<file path="src/rtl/cpu_core_param.sv">
// Multi-cycle accumulator-free 8-register core: FETCH / DECODE / EXECUTE / HALT,
// one instruction word per fetch, register file read in DECODE, written in EXECUTE.
module cpu_core_param #(
    parameter int          DATA_W   = 16,
    parameter int          PC_W     = 8,
    parameter int unsigned RESET_PC = 0
) (
    input  logic              clk,
    input  logic              reset,
    output logic              imem_req,
    output logic [PC_W-1:0]   imem_addr,
    input  logic              imem_ack,
    input  logic [15:0]       imem_data,
    input  logic [DATA_W-1:0] ext_in,
    output logic [DATA_W-1:0] result,
    output logic              result_valid,
    output logic [3:0]        flags,
    output logic [PC_W-1:0]   pc,
    output logic              halted
);

    typedef enum logic [1:0] {S_FETCH, S_DECODE, S_EXECUTE, S_HALT} state_t;
    typedef enum logic [3:0] {
        OP_ADD, OP_SUB, OP_AND, OP_OR, OP_XOR, OP_NOT, OP_SHL, OP_SHR,
        OP_LDI, OP_LDX, OP_MOV, OP_CMP, OP_JMP, OP_BRZ, OP_NOP, OP_HALT
    } op_t;

    state_t            r_state;
    logic [15:0]       r_ir;
    logic [DATA_W-1:0] r_regs [8];
    logic [DATA_W-1:0] r_a;
    logic [DATA_W-1:0] r_b;
    logic [DATA_W-1:0] r_result;
    logic [PC_W-1:0]   r_pc;
    logic [3:0]        r_flags;
    logic              r_result_valid;
    logic              r_halted;

    op_t               w_op;
    logic [2:0]        w_rd;
    logic [2:0]        w_sh;
    logic [DATA_W:0]   w_add;
    logic [DATA_W:0]   w_sub;
    logic [DATA_W:0]   w_shl;
    logic [DATA_W:0]   w_shr;
    logic [DATA_W-1:0] w_imm;
    logic [DATA_W-1:0] w_res;
    logic              w_c;
    logic              w_v;
    logic              w_wr;
    logic              w_fupd;
    logic [PC_W-1:0]   w_pc_inc;
    logic [PC_W-1:0]   w_target;
    logic [PC_W-1:0]   w_pc_next;

    assign w_op     = op_t'(r_ir[15:12]);
    assign w_rd     = r_ir[11:9];
    assign w_sh     = r_ir[5:3];
    assign w_add    = {1'b0, r_a} + {1'b0, r_b};
    assign w_sub    = {1'b0, r_a} - {1'b0, r_b};
    // Extra guard bit on each shift catches the last bit shifted out (0 when amount is 0).
    assign w_shl    = {1'b0, r_a} << w_sh;
    assign w_shr    = {r_a, 1'b0} >> w_sh;
    assign w_imm    = DATA_W'($signed(r_ir[8:0]));
    assign w_pc_inc = r_pc + PC_W'(1);
    assign w_target = r_ir[PC_W-1:0];

    always_comb begin
        w_res  = r_a;
        w_c    = 1'b0;
        w_v    = 1'b0;
        w_wr   = 1'b0;
        w_fupd = 1'b0;
        case (w_op)
            OP_ADD: begin
                w_res  = w_add[DATA_W-1:0];
                w_c    = w_add[DATA_W];
                w_v    = (r_a[DATA_W-1] == r_b[DATA_W-1]) && (w_res[DATA_W-1] != r_a[DATA_W-1]);
                w_wr   = 1'b1;
                w_fupd = 1'b1;
            end
            OP_SUB, OP_CMP: begin
                w_res  = w_sub[DATA_W-1:0];
                w_c    = w_sub[DATA_W];
                w_v    = (r_a[DATA_W-1] != r_b[DATA_W-1]) && (w_res[DATA_W-1] != r_a[DATA_W-1]);
                w_wr   = (w_op == OP_SUB);
                w_fupd = 1'b1;
            end
            OP_AND: begin w_res = r_a & r_b; w_wr = 1'b1; w_fupd = 1'b1; end
            OP_OR:  begin w_res = r_a | r_b; w_wr = 1'b1; w_fupd = 1'b1; end
            OP_XOR: begin w_res = r_a ^ r_b; w_wr = 1'b1; w_fupd = 1'b1; end
            OP_NOT: begin w_res = ~r_a;      w_wr = 1'b1; w_fupd = 1'b1; end
            OP_SHL: begin
                w_res  = w_shl[DATA_W-1:0];
                w_c    = w_shl[DATA_W];
                w_wr   = 1'b1;
                w_fupd = 1'b1;
            end
            OP_SHR: begin
                w_res  = w_shr[DATA_W:1];
                w_c    = w_shr[0];
                w_wr   = 1'b1;
                w_fupd = 1'b1;
            end
            OP_LDI: begin w_res = w_imm;  w_wr = 1'b1; end
            OP_LDX: begin w_res = ext_in; w_wr = 1'b1; end
            OP_MOV: begin w_res = r_a;    w_wr = 1'b1; end
            default: ;
        endcase
    end

    always_comb begin
        w_pc_next = w_pc_inc;
        case (w_op)
            OP_JMP:  w_pc_next = w_target;
            OP_BRZ:  w_pc_next = r_flags[3] ? w_target : w_pc_inc;
            default: ;
        endcase
    end

    always_ff @(posedge clk) begin
        if (reset) begin
            r_state        <= S_FETCH;
            r_pc           <= PC_W'(RESET_PC);
            r_ir           <= '0;
            r_a            <= '0;
            r_b            <= '0;
            r_flags        <= '0;
            r_result       <= '0;
            r_result_valid <= 1'b0;
            r_halted       <= 1'b0;
            for (int unsigned i = 0; i < 8; i++) r_regs[i] <= '0;
        end else begin
            r_result_valid <= 1'b0;
            case (r_state)
                S_FETCH: begin
                    if (imem_ack) begin
                        r_ir    <= imem_data;
                        r_state <= S_DECODE;
                    end
                end
                S_DECODE: begin
                    r_a     <= r_regs[r_ir[8:6]];
                    r_b     <= r_regs[r_ir[5:3]];
                    r_state <= S_EXECUTE;
                end
                S_EXECUTE: begin
                    if (w_wr) begin
                        r_regs[w_rd]   <= w_res;
                        r_result       <= w_res;
                        r_result_valid <= 1'b1;
                    end
                    if (w_fupd) r_flags <= {(w_res == '0), w_res[DATA_W-1], w_c, w_v};
                    r_pc     <= w_pc_next;
                    r_state  <= (w_op == OP_HALT) ? S_HALT : S_FETCH;
                    r_halted <= (w_op == OP_HALT);
                end
                S_HALT: ;
                default: r_state <= S_FETCH;
            endcase
        end
    end

    // Request is gated by reset so it drops within the reset cycle itself.
    assign imem_req     = (r_state == S_FETCH) && !reset;
    assign imem_addr    = r_pc;
    assign pc           = r_pc;
    assign result       = r_result;
    assign result_valid = r_result_valid;
    assign flags        = r_flags;
    assign halted       = r_halted;

endmodule

</file>
<file path="config.mk">
export PLATFORM = sky130hd
export DESIGN_NAME = cpu_core_param
export DESIGN_NICKNAME = d
export VERILOG_FILES = /design/src/rtl/cpu_core_param.sv
export SDC_FILE = /design/constraint.sdc
export NUM_CORES = 1
export LEC_CHECK = 0
export ABC_CLOCK_PERIOD_IN_PS = 3420
export CAP_MARGIN = 20
export CORE_ASPECT_RATIO = 0.75
export CORE_UTILIZATION = 55
export CTS_BUF_LIST = sky130_fd_sc_hd__clkbuf_2 sky130_fd_sc_hd__clkbuf_4 sky130_fd_sc_hd__clkbuf_8
export DETAILED_ROUTE_END_ITERATION = 12
export PLACE_DENSITY = 0.77
export SYNTH_ARGS = -nofsm -noshare
export SYNTH_HDL_FRONTEND = slang
export SYNTH_SLANG_ARGS = --single-unit
export TNS_END_PERCENT = 1
</file>
<file path="constraint.sdc">
create_clock -name clk -period 3.42 [get_ports clk]
set_clock_uncertainty 0.1 [all_clocks]
set_input_delay 0.855 -clock clk [delete_from_list [all_inputs] [get_ports clk]]
set_output_delay 0.855 -clock clk [all_outputs]
set_load 0.01 [all_outputs]
</file>
# Yosys cells after proc, flatten, opt, wreduce, memory -nomap -nowiden
# Memory sizes are Yosys's and may differ from the RTL's. A register that Yosys moved wholly into a read port is not among the register bits.
# Index checks and enable logic that the tools add are counted.
# totals
regBits	48
latch_bits	0
ram_bits	128
romBits	0
input_bits	35
out_inout_bits	39
mem_count	1
# op_classes
n_addsub	3
n_mul	0
div	0
n_lt_le_gt_ge	0
eq_ne	21
n_shift	2
muxes	19
n_bitwise	4
n_reduce_logical	16
# mem_list
memory	depth	word_bits	rd	rd_ports_with_merged_regs	wr	line_no	source
r_regs	8	16	2	2	8	30	logic [DATA_W-1:0] r_regs [8];
# ops
cell	count
case mux 16 bit (10 select lines)	1
equality test 4 bit (second input constant)	7
adder 16 x 16 -> 17 bit	1
left shift 16 x 3 -> 17 bit	1
>> shifter 17 x 3 -> 17 bit	1
subtractor 16 x 16 -> 17 bit	1
AND 16 bit	1
equality test 4 x 3 -> 1 bit (second input constant)	4
zero test 16 bit	1
two-way mux 16 bit	1
inverter 16 bit	1
OR 16 bit	1
case mux 8 bit (2 select lines)	1
OR reduction 16 bit	1
bitwise XOR 16 bit	1
OR reduction 10 bit	1
OR reduction 9 bit	1
adder 8 x 1 -> 8 bit (second input constant)	1
equality test 4 x 2 -> 1 bit (second input constant)	2
two-way mux 1 bit	8
two-way mux 8 bit	1
AND reduction 2 bit	4
case mux 2 bit (3 select lines)	1
equality test 4 x 1 -> 1 bit (second input constant)	1
15 further kinds	21

# Depth between registers and ports, before layout
# depth
depth_word	9
mapped_depth	15
depth_no_buf	14

# Worst setup path after synthesis
# Ideal clock, no wire load.
# synth_path
path_kind	register -> register
startpoint	reg r_a[1], read port of r_regs
endpoint	reg r_flags[3], in the netlist flags[3]
arrival_time_ps	3176
setup_slack_ps	84
stages_incl_launch_ff	14
n_path_buf	1
synth_period_minus_slack_ps	3336
cell_sequence	dfxtp_1 clkbuf_1 inv_1 ha_1 o21bai_1 a21oi_1 xor2_1 a221o_1 o32ai_4 and4b_1 o2111ai_1 nand4b_1 and4b_1 a31o_1
# synth_via
elab_chain_cells	3
word_cells_on_any_way	10
classes_between	add/sub (2); shift (2); mux (1); bitwise (4); reduce/logical (1)
# synth_lines
element	line_no	source
start: declaration	31	logic [DATA_W-1:0] r_a;
subtractor 16 x 16 -> 17 bit, or another cell as far along	60	assign w_sub = {1'b0, r_a} - {1'b0, r_b};
case mux 16 bit (10 select lines) *	74	case (w_op)
zero test 16 bit *	153	if (w_fupd) r_flags <= {(w_res == '0), w_res[DATA_W-1], w_c, w_v};
end signal: assignment	153	
end: declaration	35	logic [3:0] r_flags;
# Every way passes the cells marked *; elsewhere a longest branch is shown, timed or not.
# A chain may end at the register's enable or synchronous reset.

# Worst setup path in the final report
# layout_path
startpoint	reg r_ir[15]
endpoint	reg r_flags[3], in the netlist flags[3]
# layout_via
elab_chain_cells	4
word_cells_on_any_way	17
classes_between	eq/ne (10); mux (2); reduce/logical (5)
# layout_lines
element	line_no	source
start: declaration	29	logic [15:0] r_ir;
start signal: assignment	138	r_ir <= imem_data;
equality test 4 x 1 -> 1 bit, or another cell as far along	74	
OR reduction 2 bit / OR reduction 9 bit (equally long branches)	--	
case mux 16 bit (10 select lines) / two-way mux 1 bit (equally long branches)	74	
zero test 16 bit / AND reduction 2 bit (equally long branches)	--	
# Parallel ways exist; a longest one is shown, timed or not.

==> out/results.env <==
DIEHEIGHT_UM=140
DRT-WIRELENGTH-PER-CELL_UM=26.0
SYNTH-SEQ-CELLS=208
POST_SYNTH_INST_COUNT=1438
GRT_PASS1_WL_UM=75700
STD_CELL_ROWS=50
DRT_FIRST_PASS_ITERS=5
INSERTEDDIODECOUNT=0
GP_CONGESTION=1.03
CTSROOTBUFFERMASTER='sky130_fd_sc_hd__clkbuf_8'
POWER-PER-CELL-AREA_mW_PER_MM2=517
CRITICAL_PATH.STARTPOINT='r_ir[15]'
WORST_SETUP_PATH_END_KIND='flip-flop'
P_TOTAL_mW=8.75
FLOORPLAN.DIE.WIDTH_UM=186
ANT_NETS=0
GRT_UTIL_ALL_LAYERS_PCT=39.6
ROUTED-VIA-COUNT=12900
WHS_NS=0.397
FINALHOLDVIOLCOUNT=0
POST-ROUTE-UTIL_PCT=67.8
YOSYSUNIQUECELLTYPES=87
YS_TOP_CELLS_BY_AREA='sky130_fd_sc_hd__edfxtp_1 (27%), sky130_fd_sc_hd__dfxtp_1 (11%), sky130_fd_sc_hd__mux4_2 (11%), sky130_fd_sc_hd__nor2_1 (7.3%), sky130_fd_sc_hd__mux2i_1 (5.1%)'
SYNTH-WARNING-COUNT=0
CLOCK_PIN_SLEW_WORST_SETUP_AND_HOLD_PATHS_NS=0.07
FMAXACHIEVABLE_GHz=0.290
DIE_AREA_MM2=0.0261
REMAINING_DRC_ERRORS=0
REG2REG_DEPTH=11
FIN_CRIT_SH_PCT=101
CTS_NUM_SINKS=208
FAILED_CHECKS='negative setup slack'
PLACE.PORT_BUFFERS=73
SETUP.WORST_PATH.CLASS='reg -> reg'
PLACEABLECOREAREA_MM2=0.0250
SYNTH_SEQ_AREA_SHARE_PCT=38.9
OVERFLOW=0
SLEW_HEADROOM_PCT=40.7
RESULT_OF_THE_RUN='finished, violations left'
POST_SYNTH_MOST_FREQUENT_CELLS='sky130_fd_sc_hd__nor2_1 (272), sky130_fd_sc_hd__edfxtp_1 (128), sky130_fd_sc_hd__a21oi_1 (84), sky130_fd_sc_hd__nand2_1 (83), sky130_fd_sc_hd__clkbuf_1 (82)'
GRT_MAX_DEGREE=65
SETUP_WS_NS=-0.0326
YOSYS.AREA.TOP_TYPE='sky130_fd_sc_hd__edfxtp_1'
NETLIST_AREA_MM2=0.0140
FINALSETUPVIOLCOUNT=1
SYN_TO_FINAL_GROWTH_PCT=21.0
SYNTH-EDFF-COUNT=128
CRIT_ARRIVAL_NS=3.83
DPL_WORST_SLACK_NS=-0.169
FINAL_AREA_MM2=0.0169
CLOCKBUFFERDEPTH=3
IO_PINS=74
FIRST_GLOBAL_VIAS=12300
YS_ASYNC_SR_FRACTION_PCT=0
POST-SYNTH-TOP-COUNT-CELL='sky130_fd_sc_hd__nor2_1'
MIN_PATH_TYPE='reg -> reg'
INITIAL_UTILIZATION_PCT=56.1
INSTANCE_COUNT_ALONG_THE_MOST_CRITICAL_HOLD_PATH=2
SLEW_VIOLATIONS=0
YOSYSTOPAREACELLSHARE_PCT=27.5
REGTOREGSTARTPOINT='r_ir[15]'
VIA_PER_INSTANCE_RATIO=6.53
SORT_OF_ELEMENT_AT_THE_START_OF_THE_CRITICAL_PATH='flip-flop'
SUM_OF_ROUTED_WIRE_LENGTH_OVER_ALL_LAYERS_UM=51200
CP_DATA_REQUIRED_TIME_NS=3.80
TRITONCTS='yes'
SHARE_OF_CELLS_ABOVE_DRIVE_STRENGTH_1_PCT=23.8
CLOCK_LATENCY_REPORTED_FOR_THE_LATE_SIDE_OF_THE_WORST_SKEW_PAIR_NS=0.54
WORSTHOLDSTART='result[0]'
DRT-INITIAL-DRC-COUNT=1609
DETAILED_PLACE.AREA_MM2=0.0161
HPWLAFTERDP_UM=37400
CRITICAL_PATH_PEAK_FANOUT=11
NUMBER_OF_BUFFERS_INSERTED_DURING_CLOCK_TREE_SYNTHESIS=34
SYN-MEAN-INSTANCE-AREA_UM2=9.73
NUM-NETS-FINAL=1700
SYNTH.NET_COUNT=1530
P_LEAK_nW=6.20
HTREE_NUM_LEVELS=2
SETUP_REPAIR_AFTER_GLOBAL_ROUTING_MISSED_ITS_MARGIN='true'
SYNTHFLOPTYPE='sky130_fd_sc_hd__edfxtp_1'
POSTCTSHOLDBUFS=0
TIMING_WORST_SLEW_PIN_VALUE_NS=0.887
VDD_DROP_MAX_mV=0.324
GRT_ANTENNA_BEFORE_REPAIR=0
DRV_CAP=0
FIN_CRIT_NS=3.45
[routing by layer]
metal | up-vias | global-route usage [%] | wire (um)
li1 | 5616 | - | -
met1 | 6267 | 57.4 | 21000
met2 | 890 | 57.1 | 21800
met3 | 99 | 12.5 | 7140
met4 | 0 | 10.1 | 1280
met5 | - | 0 | 0
[flip-flops by register name (all words and copies together), names as in the netlist, 2 cells and up]
| register | cells |
|---|---|
| r_ir | 16 |
| flags | 4 |
| imem_addr | 8 |
| r_regs | 128 |
| r_state | 2 |
| r_a | 16 |
| r_b | 16 |
| result | 16 |
[metrics by stage]
stage / std cells / TNS, ns
after floorplan: 1438 / 0
after global placement: 1909 / -1.48
after detailed placement: 1909 / -1.84
after CTS: 1971 / -0.000961
after global routing: 1972 / -0.139
final: 1972 / -0.0326
[placed cells by master, fill, tap and decap left out, drive strengths merged, types with 6 or more instances in the layout]
master / count
or3: 9
o221ai: 6
nand3b: 8
mux2i: 71
buf: 196
o21a: 10
o32ai: 10
o2111ai: 6
a211o: 6
nand2: 83
nor2: 273
a311oi: 6
o22ai: 12
nor3: 19
nand2b: 29
clkdlybuf4s50: 72
nand3: 20
nor3b: 7
a21o: 7
a211oi: 43
o21ai: 49
and3: 6
ha: 55
inv: 60
nor2b: 16
clkinv: 7
nand4: 8
mux4: 70
a21oi: 86
clkbuf: 53
nor4: 7
dfxtp: 80
a22oi: 19
a221oi: 11
edfxtp: 128
[timing repair]
item / CTS / global route
pin swaps: 1 / 14
buffers inserted: 0 / 2
endpoints found under the hold margin: 0 / 0
resized for setup: 5 / 33
endpoints found under the setup margin: 20 / 66
[final cells by class]
cell class                      count  area, um2
Fill cell                        1942       8040
Multi-Input combinational cell   1036       7820
Sequential cell                   208       5460
Timing Repair Buffer              268       2290
Clock buffer                       53        648
Tap cell                          338        423
Inverter                           60        225
Clock inverter                      9       52.6
[power breakdown]
| group | internal [mW] | switching [mW] | total, mW |
|---|---|---|---|
| Sequential | 2.80 | 0.139 | 2.94 |
| Combinational | 1.47 | 2.08 | 3.55 |
| Clock | 1.22 | 1.05 | 2.27 |
[critical path: stages (launching register included)]
cell	delay, ns
sky130_fd_sc_hd__dfxtp_1	0.65
sky130_fd_sc_hd__buf_4	0.30
sky130_fd_sc_hd__nor2_1	0.22
sky130_fd_sc_hd__nand3_1	0.15
sky130_fd_sc_hd__a21oi_1	0.11
sky130_fd_sc_hd__a311o_1	0.38
sky130_fd_sc_hd__o32ai_4	0.31
sky130_fd_sc_hd__and4b_2	0.30
sky130_fd_sc_hd__o2111ai_1	0.14
sky130_fd_sc_hd__nand4b_1	0.30
sky130_fd_sc_hd__and4b_1	0.30
sky130_fd_sc_hd__a31o_1	0.14
[logic make-up (layout without fill, tap and decap cells)]
group | after synthesis | count (layout) | synth area share (%)
fa+ha+maj | 57 | 57 | 5.20
buf+inv | 194 | 390 | 6.14
mux | 143 | 143 | 16.5
simple gates | 506 | 506 | 16.4
xor+xnor | 9 | 9 | 0.563
compound gates | 321 | 321 | 16.2
flops | 208 | 208 | 38.9
[path summary, 6_finish.rpt]
kind | slack, ns | endpoint
hold reg to reg | 0.40 | result[0]
hold / removal | 0.40 | result[0]
setup reg to reg | -0.03 | flags[3]
setup / recovery | -0.03 | flags[3]
(Power assumes the default switching activity.)
